[config.mk]
export PLATFORM = sky130hd
export DESIGN_NAME = alu_seq_flat
export DESIGN_NICKNAME = d
export VERILOG_FILES = /design/src/rtl/alu_seq_if.sv /design/src/rtl/alu_seq.sv /design/src/flat_wrapper.sv
export SDC_FILE = /design/constraint.sdc
export NUM_CORES = 1
export LEC_CHECK = 0
export CAP_MARGIN = 20
export CORE_ASPECT_RATIO = 1.75
export CORE_MARGIN = 1.5
export CORE_UTILIZATION = 60
export DETAILED_ROUTE_END_ITERATION = 12
export HOLD_SLACK_MARGIN = 0.12
export PLACE_DENSITY = 0.84
export SETUP_SLACK_MARGIN = 0.5
export SYNTH_ARGS = -nofsm -noshare
export SYNTH_HDL_FRONTEND = slang
export SYNTH_SLANG_ARGS = --single-unit
export TNS_END_PERCENT = 1
[constraint.sdc]
create_clock -name clk -period 7 [get_ports clk]
set_input_delay 1.4 -clock clk [delete_from_list [all_inputs] [get_ports clk]]
set_output_delay 1.4 -clock clk [all_outputs]
set_load 0.02 [all_outputs]
[src/rtl/alu_seq_if.sv]
// Operand/result handshake bundle for alu_seq: valid/ready in, valid/ready out plus flags.
interface alu_seq_if #(
  parameter int WIDTH = 8
);
  logic             in_valid;
  logic             in_ready;
  logic [WIDTH-1:0] a;
  logic [WIDTH-1:0] b;
  logic [2:0]       op;
  logic             out_valid;
  logic             out_ready;
  logic [WIDTH-1:0] result;
  logic [WIDTH-1:0] result_hi;
  logic             carry;
  logic             zero;
  logic             overflow;

  modport master (
    output in_valid, a, b, op, out_ready,
    input  in_ready, out_valid, result, result_hi, carry, zero, overflow
  );

  modport slave (
    input  in_valid, a, b, op, out_ready,
    output in_ready, out_valid, result, result_hi, carry, zero, overflow
  );
endinterface

[src/rtl/alu_seq.sv]
// Registered ALU with iterative shift-add multiply and barrel shifts.
// States: IDLE accepts operands | BUSY runs multiply iterations | DONE holds result until drained.
module alu_seq #(
  parameter int WIDTH = 8
) (
  input  logic       clk,
  input  logic       rst_n,
  alu_seq_if.slave   bus
);
  localparam int SHW = (WIDTH > 1) ? $clog2(WIDTH) : 1;
  localparam int CW  = $clog2(WIDTH + 1);

  localparam logic [2:0] OP_ADD = 3'b000;
  localparam logic [2:0] OP_SUB = 3'b001;
  localparam logic [2:0] OP_AND = 3'b010;
  localparam logic [2:0] OP_OR  = 3'b011;
  localparam logic [2:0] OP_XOR = 3'b100;
  localparam logic [2:0] OP_MUL = 3'b101;
  localparam logic [2:0] OP_SHL = 3'b110;
  localparam logic [2:0] OP_SHR = 3'b111;

  typedef enum logic [1:0] {IDLE, BUSY, DONE} state_t;

  state_t             state;
  logic [2*WIDTH-1:0] mcand;
  logic [2*WIDTH-1:0] acc;
  logic [2*WIDTH-1:0] acc_next;
  logic [WIDTH-1:0]   mplier;
  logic [CW-1:0]      count;

  logic [WIDTH:0]     sum;
  logic [WIDTH:0]     diff;
  logic [SHW-1:0]     amt;
  logic               shift_out;
  logic [WIDTH-1:0]   alu_res;
  logic               alu_c;
  logic               alu_v;

  // Shift amount is b modulo WIDTH; a nonzero multiple of WIDTH shifts every bit out.
  always_comb begin
    sum       = {1'b0, bus.a} + {1'b0, bus.b};
    diff      = {1'b0, bus.a} - {1'b0, bus.b};
    amt       = bus.b[SHW-1:0];
    shift_out = (amt == '0) && ((bus.b >> SHW) != '0);
    alu_res   = '0;
    alu_c     = 1'b0;
    alu_v     = 1'b0;
    case (bus.op)
      OP_ADD: begin
        alu_res = sum[WIDTH-1:0];
        alu_c   = sum[WIDTH];
        alu_v   = (bus.a[WIDTH-1] == bus.b[WIDTH-1]) && (sum[WIDTH-1] != bus.a[WIDTH-1]);
      end
      OP_SUB: begin
        alu_res = diff[WIDTH-1:0];
        alu_c   = diff[WIDTH];
        alu_v   = (bus.a[WIDTH-1] != bus.b[WIDTH-1]) && (diff[WIDTH-1] != bus.a[WIDTH-1]);
      end
      OP_AND: alu_res = bus.a & bus.b;
      OP_OR:  alu_res = bus.a | bus.b;
      OP_XOR: alu_res = bus.a ^ bus.b;
      OP_SHL: alu_res = shift_out ? '0 : (bus.a << amt);
      OP_SHR: alu_res = shift_out ? '0 : (bus.a >> amt);
      default: alu_res = '0;
    endcase
    acc_next = mplier[0] ? (acc + mcand) : acc;
  end

  always_ff @(posedge clk) begin
    if (!rst_n) begin
      state         <= IDLE;
      bus.in_ready  <= 1'b1;
      bus.out_valid <= 1'b0;
      bus.result    <= '0;
      bus.result_hi <= '0;
      bus.carry     <= 1'b0;
      bus.zero      <= 1'b0;
      bus.overflow  <= 1'b0;
      mcand         <= '0;
      acc           <= '0;
      mplier        <= '0;
      count         <= '0;
    end else begin
      case (state)
        IDLE: begin
          if (bus.in_valid) begin
            bus.in_ready <= 1'b0;
            if (bus.op == OP_MUL) begin
              mcand  <= {{WIDTH{1'b0}}, bus.a};
              mplier <= bus.b;
              acc    <= '0;
              count  <= CW'(WIDTH);
              state  <= BUSY;
            end else begin
              bus.result    <= alu_res;
              bus.result_hi <= '0;
              bus.carry     <= alu_c;
              bus.overflow  <= alu_v;
              bus.zero      <= (alu_res == '0);
              bus.out_valid <= 1'b1;
              state         <= DONE;
            end
          end
        end
        BUSY: begin
          acc    <= acc_next;
          mcand  <= mcand << 1;
          mplier <= mplier >> 1;
          count  <= count - 1'b1;
          if (count == CW'(1)) begin
            bus.result    <= acc_next[WIDTH-1:0];
            bus.result_hi <= acc_next[2*WIDTH-1:WIDTH];
            bus.carry     <= 1'b0;
            bus.overflow  <= 1'b0;
            bus.zero      <= (acc_next == '0);
            bus.out_valid <= 1'b1;
            state         <= DONE;
          end
        end
        DONE: begin
          if (bus.out_ready) begin
            bus.out_valid <= 1'b0;
            bus.in_ready  <= 1'b1;
            state         <= IDLE;
          end
        end
        default: begin
          state         <= IDLE;
          bus.in_ready  <= 1'b1;
          bus.out_valid <= 1'b0;
        end
      endcase
    end
  end
endmodule
[src/flat_wrapper.sv]
// flat-port wrapper written by rule: the top's interface ports become plain ports
module alu_seq_flat 
#(
  parameter int WIDTH = 8
)
  (clk, rst_n, bus_in_valid, bus_a, bus_b, bus_op, bus_out_ready, bus_in_ready, bus_out_valid, bus_result, bus_result_hi, bus_carry, bus_zero, bus_overflow);
  alu_seq_if #(.WIDTH(WIDTH)) bus_i ();
  input  logic clk;
  input  logic rst_n;
  input wire logic [$bits(bus_i.in_valid)-1:0] bus_in_valid;
  input wire logic [$bits(bus_i.a)-1:0] bus_a;
  input wire logic [$bits(bus_i.b)-1:0] bus_b;
  input wire logic [$bits(bus_i.op)-1:0] bus_op;
  input wire logic [$bits(bus_i.out_ready)-1:0] bus_out_ready;
  output wire logic [$bits(bus_i.in_ready)-1:0] bus_in_ready;
  output wire logic [$bits(bus_i.out_valid)-1:0] bus_out_valid;
  output wire logic [$bits(bus_i.result)-1:0] bus_result;
  output wire logic [$bits(bus_i.result_hi)-1:0] bus_result_hi;
  output wire logic [$bits(bus_i.carry)-1:0] bus_carry;
  output wire logic [$bits(bus_i.zero)-1:0] bus_zero;
  output wire logic [$bits(bus_i.overflow)-1:0] bus_overflow;
  assign bus_i.in_valid = bus_in_valid;
  assign bus_i.a = bus_a;
  assign bus_i.b = bus_b;
  assign bus_i.op = bus_op;
  assign bus_i.out_ready = bus_out_ready;
  assign bus_in_ready = bus_i.in_ready;
  assign bus_out_valid = bus_i.out_valid;
  assign bus_result = bus_i.result;
  assign bus_result_hi = bus_i.result_hi;
  assign bus_carry = bus_i.carry;
  assign bus_zero = bus_i.zero;
  assign bus_overflow = bus_i.overflow;
  alu_seq #(.WIDTH(WIDTH)) u_core (.clk(clk), .rst_n(rst_n), .bus(bus_i));
endmodule
==> impl_results.md, run 1 <==
- Outcome: complete, no violations
- Antenna viol nets, final: 0
- Clock Pin Slew Worst Setup and Hold Paths: about 0.06 ns
- Prevailing post-synth register cell: dfxtp_1
- CTS sink count: 67
- Wire length per cell: around 21 µm
- GPL Wtd Cong: approximately 0.96
- GR Util All Layers: between 30% and 40%
- Power Dens Cells: around 170 mW/mm²
- Hold Buf Count CTS: 0
- CTS HTree Levels: 3
- Syn_area_per_cell: 8.061 µm²
- Hold Vio Cnt, Final: 0
- Share of synthesized registers carrying an async set or reset: 0%
- TritonCTS clock tree: built
- CTS root buf: clkbuf_16
- Syn Nets: 743
- Yosys reg bits: 67
- Crit path DAT: around 5 ns
- Max Fclk: approximately 210 MHz
- Worst path max stage delay: roughly 1.1 ns
- CP endpoint kind: flop
- Final Cycle Share: 67.31%
- Total Neg Setup Slack: 0 ns
- Area of the die: between 0.009 and 0.01 mm²
- Num ports: 44
- Final setup fails: 0
- Dpl cells: just under 800
- Layout Area Growth over Synthesis: 13.64%
- Ys Warns: 0
- PortBufs: 43
- Drt drc: 0
- Mapped Area: 0.005441 mm²
- Min-Delay Path Class: reg -> reg
- Non-Filler Instances: between 800 and 900
- Slew Viols, Final: 0
- Postcts setup bufs: 0
- Initial antenna violation count: 0
- PostCTS Resize Cnt: 0
- Max-capacitance violation count: 0
- Tmin final: between 4 and 5 ns
- DRT iter0 DRCs: between 300 and 400
- # nets final: ~760
- Die width: about 75 µm
- Share of cells above drive strength 1: 6.936%
- Core Box Area: 0.008727 mm²
- Row cnt: 45
- Initial Util: a little over 60%
- Clock buffer depth: 2
- Drt total wl: about 17 mm
- Worst-Skew Late Latency: 0.34 ns
- Mapped Cells: 675
- Netlist cell types: 70
- Die Ht: 129.0 µm
- Hold Crit Start: u_core.bus.result_hi[6]
- Largest net degree at the start of global routing: 71
- Top delay family on crit path: buffers and inverters
- DR vias: about 5300
- Worst Tran Pin Value: about 1.1 ns
- CP startpoint: bus_b[1]
- Clock skew: 0.008097 ns
- TritonCTS buffer count: 9
- Initial DRT Pass Iterations: 5
- Worst Path Required: 7.24 ns
- CP max stage cell: clkdlybuf4s50_1
- Worst Path Class, Setup: in -> reg
- Vias in the first global route: around 5200
- CP Max Fanout: 22
- Buf+Inv Stages, Crit Path: 2
- Global-route wire length before repair: about 26 mm
- Post-synth EDFFs: 0
- Element type at the critical path start: primary input
- Max_slew headroom: between 20 and 30%
- VDD IR max: 0.0001201 V
- HPWL after detailed placement: 12.57 mm
- Post-synthesis sequential area ratio: roughly a quarter
- Vias per inst: about 6.6
- R2r startpoint: u_core.mcand[1]
- P_leak: between 2 and 3 nW
- Grt total ovfl: 0
- N_diodes: 0
- Setup repair after global routing missed its margin: false
- Crit-path cells: clkdlybuf4s50_1, inv_1, ha_1, o21bai_1, a2111oi_2, xnor2_1, a22o_1, a211oi_1, nor4b_1, a31oi_1, o41ai_2
where the power goes:
group,leakage [nW],internal (mW),switching [mW],total [mW]
Combinational,1.91,0.0934,0.132,0.226
Clock,0.125,0.249,0.169,0.417
Sequential,0.543,0.394,0.0112,0.405
cells in the mapped netlist (3+ instances only):
library cell,instances,area [µm²]
a21boi_0,9,67.56
o211ai_1,22,165.2
a21o_1,8,60.06
a211oi_1,7,52.55
nor3_1,8,40.04
inv_1,31,116.4
mux2i_1,14,140.1
and2_1,7,43.79
o211a_1,17,170.2
nor2b_1,27,168.9
or3_1,3,18.77
nand4_1,4,25.02
dfxtp_1,67,1341
xnor2_1,11,96.34
o21ai_0,34,170.2
nand2b_1,7,43.79
a22oi_1,17,127.6
ha_1,42,525.5
nor4_1,5,31.28
xor2_1,9,78.83
a221oi_1,5,43.79
buf_2,7,35.03
o22ai_1,3,18.77
or2_2,4,25.02
and3_1,7,43.79
a221o_1,3,30.03
o31ai_1,5,37.54
o21a_1,6,45.04
or4_1,3,22.52
a211o_1,7,61.31
mux4_2,7,157.7
nor2_1,45,168.9
mux2_2,6,67.56
a31oi_1,5,31.28
nand2_1,66,247.7
a21oi_1,38,190.2
fa_1,3,60.06
o2111ai_1,3,26.28
clkbuf_1,36,135.1
nor3b_1,3,22.52
nand3_1,21,105.1
buf_4,4,30.03
o21bai_1,6,45.04
sequential cells by signal, summed over array words and instances (netlist names), 2 cells and up:
register,flops
u_core.state,2
u_core.mplier,8
u_core.bus.result_hi,8
u_core.bus.result,8
u_core.mcand,16
u_core.count,4
u_core.acc,16
through the flow:
stage	util (%)	hold WS, ns	area, µm²	power (mW)	worst slack (ns)
after global placement	67.15	0.4565	5861	0.6276	2.093
after CTS	70.25	0.4736	6131	1.042	2.324
final	70.85	0.4713	6183	1.048	2.288
after floorplan	-	0.4584	5441	0.5579	3.243
after global routing	70.85	0.4964	6183	1.081	2.001
after detailed placement	67.15	0.4569	5861	0.6314	1.994
per-layer routing:
| layer | up-vias | GRT usage, % | part of all wire, % |
|---|---|---|---|
| met5 | - | 0 | 0 |
| met4 | 0 | 27.38 | 8.1 |
| met3 | 76 | 7.048 | 4.7 |
| met2 | 213 | 65.02 | 53 |
| met1 | 2527 | 34.48 | 34 |
| li1 | 2495 | - | - |
cells in the final DEF (no fill, tap or decap), drive strengths merged, types with 4 or more instances in the layout:
cell / netlist / routed
dfxtp: 67 / 67
nand2: 66 / 66
nor2: 45 / 45
ha: 42 / 42
clkdlybuf4s50: 0 / 42
a21oi: 39 / 39
o21ai: 36 / 36
inv: 31 / 32
nor2b: 27 / 27
o211ai: 22 / 22
nand3: 21 / 21
a22oi: 17 / 17
o211a: 17 / 17
mux2i: 14 / 14
clkbuf: 36 / 13
xnor2: 11 / 11
a21boi: 10 / 10
xor2: 9 / 9
nor3: 8 / 8
a21o: 8 / 8
buf: 13 / 8
nand2b: 7 / 7
a211oi: 7 / 7
a211o: 7 / 7
and3: 7 / 7
and2: 7 / 7
mux4: 7 / 7
o21a: 6 / 6
o21bai: 6 / 6
mux2: 6 / 6
nor4: 6 / 6
a221oi: 5 / 5
o31ai: 5 / 5
a31oi: 5 / 5
or2: 5 / 5
nand4: 4 / 4
logic make-up after synthesis:
family	count (synthesis)	synth area share, %
DFF	67	24.65
adders and majority gates	45	10.76
muxes	27	6.714
xor gates and xnor gates	20	3.219
buffers and inverters	81	6.024
AOI/OAI and AO/OA	216	28.67
and+or+nand+nor	219	19.96
worst paths after layout:
path	slack, ns	endpoint	cells after the start
setup / recovery	2.29	u_core.bus.zero	11
hold / removal	0.47	u_core.bus.result_hi[6]	2
setup reg to reg	3.65	u_core.bus.zero	8
hold reg to reg	0.47	u_core.bus.result_hi[6]	2
worst reg2reg max path: cells and delay by family (launching register included):
kind	cells	cell delay, ns
AOI/OAI and AO/OA	4	1.44
xor gates and xnor gates	1	0.18
adders and majority gates	1	0.28
DFF	1	0.41
muxes	1	0.68
and+or+nand+nor	1	0.25
cell type report:
cell class | count | area, µm²
fill | 680 | 2544
tap | 117 | 146.4
clock buffer | 12 | 246.5
timing repair buffer | 51 | 523.0
multi-input combinational | 527 | 3782
clock inverter | 3 | 23.77
sequential | 67 | 1341
inverter | 32 | 120.1
(Power assumes the default switching activity.)
==> inputs of run 2 (changes only) <==
==> constraint.sdc (replaced) <==
create_clock -name clk -period 4.8 [get_ports clk]
set_input_delay 0.96 -clock clk [delete_from_list [all_inputs] [get_ports clk]]
set_output_delay 0.96 -clock clk [all_outputs]
set_load 0.02 [all_outputs]
==> run 2 against run 1 <==
Global-route usage up 0.34 points. Clock-buffer cell count down 3. Sequential power up 46%. Total power up 58%. Combinational power up 47%. Critical path type unchanged. Via count up 0.83%. Setup slack worse by 1.3 ns. Register-to-register slack worse by 2.1 ns. Hold slack worse by 0.0039 ns. Cell count up 0.99%.
==> impl_results.md, run 2 (same netlist as run 1, synthesis figures left out) <==
- N_diodes: 0 (unchanged)
- Worst Path Required: 5.05 ns (was 7.24 ns)
- Hold Vio Cnt, Final: 0 (unchanged)
- Initial DRT Pass Iterations: 5 (unchanged)
- Commonest non-fill, non-tap cell in the layout: dfxtp_1 (unchanged)
- Initial Util: 62.35% (unchanged)
- Worst Tran Pin Value: 0.9271 ns (was 1.082 ns)
- # nets final: 763 (was 756)
- Max-capacitance violation count: 0 (unchanged)
- Combinational share of power: 20.1% (was 21.5%)
- Grt total ovfl: 0 (unchanged)
- Layout Area Growth over Synthesis: 14.92% (was 13.64%)
- Crit path DAT: 4.10 ns (was 4.95 ns)
- Vias in the first global route: 5355 (was 5150)
- Hold WS: 0.4674 ns (was 0.4713 ns)
- Share of cells above drive strength 1: 8.286% (was 6.936%)
- CP endpoint kind: flop (unchanged)
- DRT iter0 DRCs: 363 (was 371)
- Worst-Skew Late Latency: 0.34 ns (about the same)
- Final setup fails: 0 (unchanged)
- CTS root buf: clkbuf_16 (unchanged)
- Sw Share: 29.20% (was 29.79%)
- Clock Pin Slew Worst Setup and Hold Paths: 0.06 ns (about the same)
- DR vias: 5355 (was 5311)
- Clock share of power: 44.2% (was 39.8%)
- Num ports: 44 (unchanged)
- Largest net degree at the start of global routing: 70 (was 71)
- VDD IR max: 0.0001916 V (was 0.0001201 V)
- Setup repair after global routing missed its margin: false (unchanged)
- Slew Viols, Final: 0 (unchanged)
- Most frequent cells in the layout: dfxtp_1 (67), nand2_1 (66), nor2_1 (44) (unchanged)
- P_sw: 482.5 µW (was 312.2 µW)
- Outcome: complete, no violations (unchanged)
- Vias per inst: 6.554 (was 6.565)
- Clock skew: 0.005603 ns (was 0.008097 ns)
- R2r startpoint: u_core.mcand[1] (unchanged)
- Clock buffer depth: 2 (unchanged)
- Final Cycle Share: about four fifths
- Postcts setup bufs: 0 (unchanged)
- Pint: 1.170 mW (was 735.9 µW)
- Die Ht: 129.0 µm (unchanged)
- Drt drc: 0 (unchanged)
- Antenna viol nets, final: 0 (unchanged)
- PostCTS Resize Cnt: 0 (unchanged)
- TritonCTS buffer count: 9 (unchanged)
- Biggest regs: u_core.acc (16), u_core.mcand (16) (unchanged)
- CP endpoint: u_core.bus.zero (unchanged)
- TritonCTS clock tree: built (unchanged)
- CTS sink count: 67 (unchanged)
- Area of the die: 0.009672 mm² (unchanged)
- Worst Path Class, Setup: in -> reg (unchanged)
- Register share of total power: 35.7% (was 38.6%)
- P_leak: 2.628 nW (was 2.574 nW)
- CTS HTree Levels: 3 (unchanged)
- GR Util All Layers: 36.52% (was 36.18%)
- Hold Buf Count CTS: 0 (unchanged)
- HPWL after detailed placement: 12.69 mm (was 12.57 mm)
- Reg2reg setup slack: 1.55 ns (was 3.65 ns)
- GPL Wtd Cong: 1.035 (was 0.9605)
- RR Endpoint: u_core.bus.zero (unchanged)
- CP Max Fanout: 12 (was 22)
- Min-Delay Path Class: reg -> reg (unchanged)
- Tmin final: ~3.9 ns
- Die width: 74.99 µm (unchanged)
- PortBufs: 43 (unchanged)
- FF-to-FF path depth: 8 (unchanged)
- Max Fclk: 259.6 MHz
- Total Neg Setup Slack: 0 ns (unchanged)
- Wire length per cell: 20.72 µm (was 20.92 µm)
- CP startpoint: bus_a[4] (was bus_b[1])
- Drt total wl: 16.93 mm (about the same)
- Row cnt: 45 (unchanged)
- Power Dens Cells: 264.2 mW/mm² (was 169.5 mW/mm²)
- Global-route wire length before repair: 26.44 mm (was 26.12 mm)
- Element type at the critical path start: primary input (unchanged)
- Max_slew headroom: 37.72% (was 27.59%)
- Core Box Area: 0.008727 mm² (unchanged)
- Initial antenna violation count: 0 (unchanged)
[run 2: cell types whose count changed in the layout (fill, tap and decap cells not counted)]
cell,previous run,this run
buf_16,1,0
buf_4,6,15
bufinv_16,0,2
clkbuf_1,2,0
clkbuf_16,10,9
clkbuf_8,1,0
clkinv_2,0,1
clkinv_4,0,2
clkinvlp_4,2,0
inv_6,1,2
[run 2: worst min-delay path by stage]
stage                       startpoint  cells past startpoint                 endpoint
4_1_cts        u_core.bus.result_hi[3]                      2  u_core.bus.result_hi[3]
3_3_place_gp   u_core.bus.result_hi[6]                      2  u_core.bus.result_hi[6]
2_1_floorplan           u_core.acc[10]                      2           u_core.acc[10]
3_5_place_dp   u_core.bus.result_hi[3]                      2  u_core.bus.result_hi[3]
6_report       u_core.bus.result_hi[6]                      2  u_core.bus.result_hi[6]
5_1_grt           u_core.bus.result[1]                      2     u_core.bus.result[1]
[run 2: final cells by class]
class	instances	area (µm²)
fillers	700	2474
well taps	117	146.4
clock inverters	7	100.1
repair buffers	58	538.0
clock buffers	9	225.2
inverters	32	120.1
multi-input cells	527	3782
flip-flops and latches	67	1341
[run 2: power groups by stage]
stage	clock network (mW)	logic, mW	registers, mW
finish	0.730	0.332	0.590
global route	0.761	0.357	0.592
global placement	0	0.319	0.601
CTS	0.736	0.326	0.589
detailed placement	0	0.325	0.601
floorplan	0	0.208	0.606
[run 2: layer usage]
metal / wire length, µm / vias up / GRT usage (%) / share of wire (%)
met5: 0 / - / 0 / 0
met4: 1502 / 0 / 29.63 / 8.9
met3: 675 / 93 / 7.361 / 4.0
met2: 8894 / 207 / 66.58 / 53
met1: 5859 / 2537 / 32.88 / 35
li1: - / 2518 / - / -
[run 2: critical path, cell delays in order]
cell,delay (ns)
clkdlybuf4s50_1,0.74
inv_1,0.13
ha_1,0.54
nor3_1,0.12
a2111oi_2,0.46
xnor2_1,0.11
a22o_1,0.20
a211oi_1,0.34
nor4b_1,0.29
a31oi_1,0.15
o41ai_2,0.07
[run 2: per-stage QoR]
stage	area, µm²	util [%]	total power, mW	setup slack (ns)	instances
2_1_floorplan	5441	-	0.8136	1.483	675
3_3_place_gp	5928	67.93	0.9194	0.7832	801
3_5_place_dp	5928	67.93	0.9260	0.6922	801
4_1_cts	6254	71.66	1.652	1.034	817
5_1_grt	6254	71.66	1.709	0.7229	817
6_report	6254	71.66	1.652	0.9479	817
